**config.mk**
```make
export PLATFORM = sky130hd
export DESIGN_NAME = fp_add_arbiter
export DESIGN_NICKNAME = d
export VERILOG_FILES = /design/src/rtl/fp_add_arbiter.sv
export SDC_FILE = /design/constraint.sdc
export NUM_CORES = 1
export LEC_CHECK = 0
export CAP_MARGIN = 15
export CORE_UTILIZATION = 51
export DETAILED_ROUTE_END_ITERATION = 8
export DONT_BUFFER_PORTS = 1
export PLACE_DENSITY = 0.66
export SYNTH_ARGS = -nofsm -noshare
export SYNTH_HDL_FRONTEND = slang
export SYNTH_SLANG_ARGS = --single-unit
```
**constraint.sdc**
```tcl
create_clock -name clk -period 46.8 [get_ports clk]
set_clock_uncertainty 0.15 [all_clocks]
set_input_delay 9.36 -clock clk [delete_from_list [all_inputs] [get_ports clk]]
set_output_delay 9.36 -clock clk [all_outputs]
set_load 0.05 [all_outputs]
```
**src/rtl/fp_add_arbiter.sv**
```systemverilog
// Shares one combinational single-precision adder between two requesters; grant alternates on contention.
// Latency: accept edge E0 -> resp_valid after edge E0+SETTLE_CYCLES; one op in flight at a time.
// Backpressure: requesters see ready only in IDLE; the result is held in DONE until resp_ready.
module fp_add_arbiter #(
    parameter int unsigned SETTLE_CYCLES = 1
) (
    input  logic        clk,
    input  logic        rst,
    input  logic        req0_valid,
    output logic        req0_ready,
    input  logic [31:0] req0_a,
    input  logic [31:0] req0_b,
    input  logic        req0_sub,
    input  logic        req1_valid,
    output logic        req1_ready,
    input  logic [31:0] req1_a,
    input  logic [31:0] req1_b,
    input  logic        req1_sub,
    output logic        resp_valid,
    input  logic        resp_ready,
    output logic [31:0] resp_data,
    output logic        resp_id,
    output logic        busy,
    output logic [15:0] op_count
);
    typedef enum logic [1:0] {IDLE, EXEC, DONE} state_t;

    localparam logic [3:0] CNT_INIT = 4'(SETTLE_CYCLES - 1);

    state_t      state, state_nxt;
    logic [31:0] op_a, op_b, sum;
    logic [3:0]  cnt;
    logic        id, last_grant, gnt_id, accept, resp_hs;

    fp_adder u_adder (.a(op_a), .b(op_b), .y(sum));

    always_comb begin
        gnt_id     = (req0_valid && req1_valid) ? ~last_grant : req1_valid;
        req0_ready = (state == IDLE) && !gnt_id && req0_valid;
        req1_ready = (state == IDLE) && gnt_id && req1_valid;
        accept     = req0_ready || req1_ready;
        resp_hs    = resp_valid && resp_ready;
        state_nxt  = state;
        case (state)
            IDLE:    if (accept) state_nxt = EXEC;
            EXEC:    if (cnt == 4'd0) state_nxt = DONE;
            DONE:    if (resp_hs) state_nxt = IDLE;
            default: state_nxt = IDLE;
        endcase
    end

    assign busy = (state != IDLE);

    always_ff @(posedge clk) begin
        if (rst) begin
            state      <= IDLE;
            resp_valid <= 1'b0;
            resp_data  <= 32'd0;
            resp_id    <= 1'b0;
            op_count   <= 16'd0;
            cnt        <= 4'd0;
            last_grant <= 1'b1;
            id         <= 1'b0;
            op_a       <= 32'd0;
            op_b       <= 32'd0;
        end else begin
            state <= state_nxt;
            if (accept) begin
                // Subtraction is folded into a sign flip of B so the adder only ever adds.
                op_a       <= gnt_id ? req1_a : req0_a;
                op_b       <= gnt_id ? {req1_b[31] ^ req1_sub, req1_b[30:0]}
                                     : {req0_b[31] ^ req0_sub, req0_b[30:0]};
                id         <= gnt_id;
                last_grant <= gnt_id;
                cnt        <= CNT_INIT;
            end
            if (state == EXEC) begin
                if (cnt == 4'd0) begin
                    resp_data  <= sum;
                    resp_id    <= id;
                    resp_valid <= 1'b1;
                end else begin
                    cnt <= cnt - 4'd1;
                end
            end
            if (state == DONE && resp_hs) begin
                resp_valid <= 1'b0;
                op_count   <= op_count + 16'd1;
            end
        end
    end
endmodule

// Combinational IEEE-754 single-precision adder, round-to-nearest-even, subnormals supported.
// Latency: purely combinational.
// Backpressure: none.
module fp_adder (
    input  logic [31:0] a,
    input  logic [31:0] b,
    output logic [31:0] y
);
    logic        swap, sub, s_big, s_sml, sticky, rnd_up, a_nan, b_nan, a_inf, b_inf;
    logic [7:0]  e_big, e_sml, d;
    logic [23:0] m_big, m_sml;
    logic [26:0] x_big, x_sml, x_shr, mask, norm;
    logic [27:0] sum;
    logic [9:0]  e_res;
    logic [4:0]  lz;
    logic [24:0] mant;

    always_comb begin
        a_nan  = (&a[30:23]) && (|a[22:0]);
        b_nan  = (&b[30:23]) && (|b[22:0]);
        a_inf  = (&a[30:23]) && !(|a[22:0]);
        b_inf  = (&b[30:23]) && !(|b[22:0]);
        swap   = b[30:0] > a[30:0];
        s_big  = swap ? b[31] : a[31];
        s_sml  = swap ? a[31] : b[31];
        e_big  = swap ? b[30:23] : a[30:23];
        e_sml  = swap ? a[30:23] : b[30:23];
        m_big  = {e_big != 8'd0, swap ? b[22:0] : a[22:0]};
        m_sml  = {e_sml != 8'd0, swap ? a[22:0] : b[22:0]};
        // Subnormals sit at exponent 1 without the hidden bit.
        d      = (e_big == 8'd0 ? 8'd1 : e_big) - (e_sml == 8'd0 ? 8'd1 : e_sml);
        x_big  = {m_big, 3'b000};
        x_sml  = {m_sml, 3'b000};
        mask   = 27'd0;
        if (d > 8'd26) begin
            x_shr  = 27'd0;
            sticky = |m_sml;
        end else begin
            x_shr  = x_sml >> d;
            mask   = (27'd1 << d) - 27'd1;
            sticky = |(x_sml & mask);
        end
        x_shr[0] = x_shr[0] | sticky;
        sub    = s_big ^ s_sml;
        sum    = sub ? ({1'b0, x_big} - {1'b0, x_shr}) : ({1'b0, x_big} + {1'b0, x_shr});
        e_res  = {2'b00, (e_big == 8'd0) ? 8'd1 : e_big};
        lz     = 5'd0;
        for (int i = 0; i < 27; i++) begin
            if (sum[i]) lz = 5'(26 - i);
        end
        if (sum[27]) begin
            norm  = {sum[27:2], sum[1] | sum[0]};
            e_res = e_res + 10'd1;
        end else if ({5'd0, lz} >= e_res) begin
            norm  = sum[26:0] << (e_res - 10'd1);
            e_res = 10'd1;
        end else begin
            norm  = sum[26:0] << lz;
            e_res = e_res - {5'd0, lz};
        end
        rnd_up = norm[2] && (norm[1] || norm[0] || norm[3]);
        mant   = {1'b0, norm[26:3]} + {24'd0, rnd_up};
        if (mant[24]) begin
            mant  = {1'b0, mant[24:1]};
            e_res = e_res + 10'd1;
        end
        if (a_nan || b_nan || (a_inf && b_inf && (a[31] ^ b[31])))
            y = 32'h7FC0_0000;
        else if (a_inf || b_inf)
            y = a_inf ? a : b;
        else if (sum == 28'd0)
            y = {!sub && s_big, 31'd0};
        else if (e_res >= 10'd255)
            y = {s_big, 8'hFF, 23'd0};
        else
            y = {s_big, mant[23] ? e_res[7:0] : 8'd0, mant[22:0]};
    end
endmodule

```
==> out/qor.csv <==
stage;metric;value;unit
clocking;cts_buffer_depth;2;
clocking;cts_tree;yes;
floorplan;die-area;0.0361;mm2
setup_path;path_common_cell;a21oi_1;
global_routing;grt_overflow;0;
logic_synthesis;netlist-cell-type-count;112;
clocking;cts_resized;0;
routing;detail_route.wl_per_cell;25.2;um
clocking;htree_num_levels;4;
run_status;outcome;finished, final reports clean;
setup_path;critPathCaptureType;flip-flop;
routing;drtIter0Drc;2516;
sta;rsz0062_at_grt;false;
setup_path;critical_path_class;flip-flop to flip-flop;
sta;worstMarginPinSlew;1.31;ns
sta;timing.final.crit_share;43.6;%
logic_synthesis;ys_top_cells_by_area;dfxtp_1 14%, mux2i_1 8.0%, ha_1 6.8%;
placed_design;portBuffers;0;
placed_design;place_congestion;1.01;
logic_synthesis;synth_top_area_cell;dfxtp_1;
clocking;numCtsBuffers;17;
routing;drt_wl_total;74400;um
global_routing;grt_max_degree;110;
cells_and_area;drive_above_1_share;6.59;%
logic_synthesis;synth_top_area_share;13.5;%
setup_path;critical_path_buf_inv_count;8;
clocking;cts_hold_buf;0;
clocking;clk_pin_slew;0.07;ns
clocking;cts.sinks;122;
placed_design;hpwl;57500;um
sta;max_freq;49.0;MHz
routing;vias;20900;
clocking;postCtsSetupRepairBufs;0;
hold_path;min_path_type;flip-flop to flip-flop;
setup_path;arrival;20.54;ns
clocking;cts_root_buf;clkbuf_16;
logic_synthesis;seq_area_frac_synth;13.5;%
logic_synthesis;syn_area_per_cell;6.96;um2
routing;drc_errors;0;
global_routing;first_global_vias;19000;
cells_and_area;synthToLayoutAreaGrowth;4.43;%
logic_synthesis;ys.flop_type;dfxtp_1;
sta;hold_violations;0;
logic_synthesis;synth_common_cells;296 x nor2_1, 275 x nand2_1, 155 x a21oi_1;
sta;slew-limit-headroom;11.7;%
floorplan;die_width;190;um
logic_synthesis;ys_ff_latch;122;
sta;setup_viol;0;
routing;dr.pass1.iters;7;
flow_run;maxCapViolCount;0;
floorplan;rows;68;
logic_synthesis;postSynth.asyncResetShare;0;%
sta;finalHoldWorstSlack;0.333;ns
sta;fin_setup_tns;0;ns
floorplan;io_pins;188;
global_routing;grtUsageTotal;40.1;%
floorplan;die_h;190;um
logic_synthesis;synth.net_count;2825;
logic_synthesis;synth-edff-count;0;
setup_path;crit_path_start_kind;flip-flop;
global_routing;antenna_found_initial;2;
cells_and_area;finalNetCount;2710;
logic_synthesis;netlist_instances;2590;
setup_path;path_delay_family;compound AO/OA/AOI/OAI gates;
setup_path;required;46.92;ns
logic_synthesis;synth.most_common_cell;nor2_1;
floorplan;start_util;52.1;%
sta;min_period;20.42;ns
floorplan;core;0.0346;mm2
logic_synthesis;ys_warn_count;0;
setup_path;max_stage_delay;0.84;ns
clocking;clock_latency;0.43;ns
cells_and_area;fill_cells;3419;
logic_synthesis;synth_area;0.0180;mm2
setup_path;path_max_fanout;48;
routing;drtAntennaViolNets;0;
global_routing;grt_pass1_wl;112000;um
sta;slew_viol_final;0;
setup_path;crit_slowest_cell;o21ai_1;
routing;viasPerCell;7.09;
## sequential cells by signal, indices dropped and copies added (netlist names)
name / flops
last_grant: 1
id: 1
cnt: 4
op_b: 32
op_count: 16
resp_id: 1
resp_valid: 1
resp_data: 32
state: 2
op_a: 32
## per-stage QoR
stage	instances	utilization [%]	instance area [um2]	worst slack [ns]
after floorplan	2590	-	18000	26.53
after global placement	2911	52.6	18200	26.48
after detailed placement	2911	52.6	18200	26.45
after CTS	2943	54.4	18800	26.45
after global routing	2945	54.4	18800	25.32
final	2945	54.4	18800	26.38
## layout by cell type, fill, tap and decap left out, types with 12 or more instances in the layout
| master | count |
|---|---|
| a211o_1 | 16 |
| a211oi_1 | 102 |
| a21o_1 | 31 |
| a21oi_1 | 153 |
| a22o_1 | 23 |
| a311oi_1 | 16 |
| a31oi_1 | 26 |
| a32oi_1 | 17 |
| and2_1 | 19 |
| and3_1 | 35 |
| buf_4 | 35 |
| clkbuf_16 | 17 |
| dfxtp_1 | 122 |
| ha_1 | 97 |
| inv_1 | 107 |
| mux2_2 | 16 |
| mux2i_1 | 144 |
| nand2_1 | 275 |
| nand2b_1 | 20 |
| nand3_1 | 111 |
| nand4_1 | 37 |
| nor2_1 | 294 |
| nor2b_1 | 12 |
| nor3_1 | 67 |
| nor4_1 | 36 |
| o211ai_1 | 38 |
| o21a_1 | 14 |
| o21ai_0 | 135 |
| o21ai_1 | 18 |
| o21bai_1 | 15 |
| o221ai_1 | 21 |
| o22ai_1 | 20 |
| o31a_1 | 13 |
| o31ai_1 | 20 |
| or2_2 | 12 |
| or3_1 | 26 |
| xnor2_1 | 48 |
| xor2_1 | 27 |
## final cells by class
| cell class | instances | area, um2 | area share, % |
|---|---|---|---|
| well taps | 455 | 569 | 3.02 |
| clock inverters | 15 | 176 | 0.937 |
| repair buffers | 35 | 263 | 1.39 |
| inverters | 113 | 424 | 2.25 |
| flip-flops and latches | 122 | 2440 | 13.0 |
| multi-input cells | 2186 | 14500 | 77.1 |
| diodes | 2 | 5.00 | 0.0266 |
| clock buffers | 17 | 425 | 2.26 |
## per-layer routing
metal,GRT usage [%],up-vias,wire (um),share of wire [%]
met5,0,-,0,0
li1,-,9534,-,-
met2,62.7,1334,32600,44
met3,7.91,196,7930,11
met1,53.3,9817,30700,41
met4,17.2,0,3130,4.2
## final timing paths
path | from | end | slack (ns) | cells past startpoint
worst max-delay path | op_a[16] | resp_data[29] | 26.38 | 67
worst min-delay path | id | resp_id | 0.33 | 2
worst max register to register | op_a[16] | resp_data[29] | 26.38 | 67
worst min register to register | id | resp_id | 0.33 | 2
## cells by family after synthesis
logic type	Yosys count	synth area share, %
xor+xnor	76	3.69
buf+inv	282	6.22
flops	122	13.5
fa+ha+maj	101	7.08
simple gates	1008	26.9
compound gates	830	32.4
mux	171	10.3
## worst min-delay path: stages, from the launching register on
cell	delay, ns
dfxtp_1	0.32
nand2_1	0.06
a21oi_1	0.05
Power is left out: the tool's default activity adds up to more than one toggle a clock period on the data nets, which glitch-free logic cannot reach.
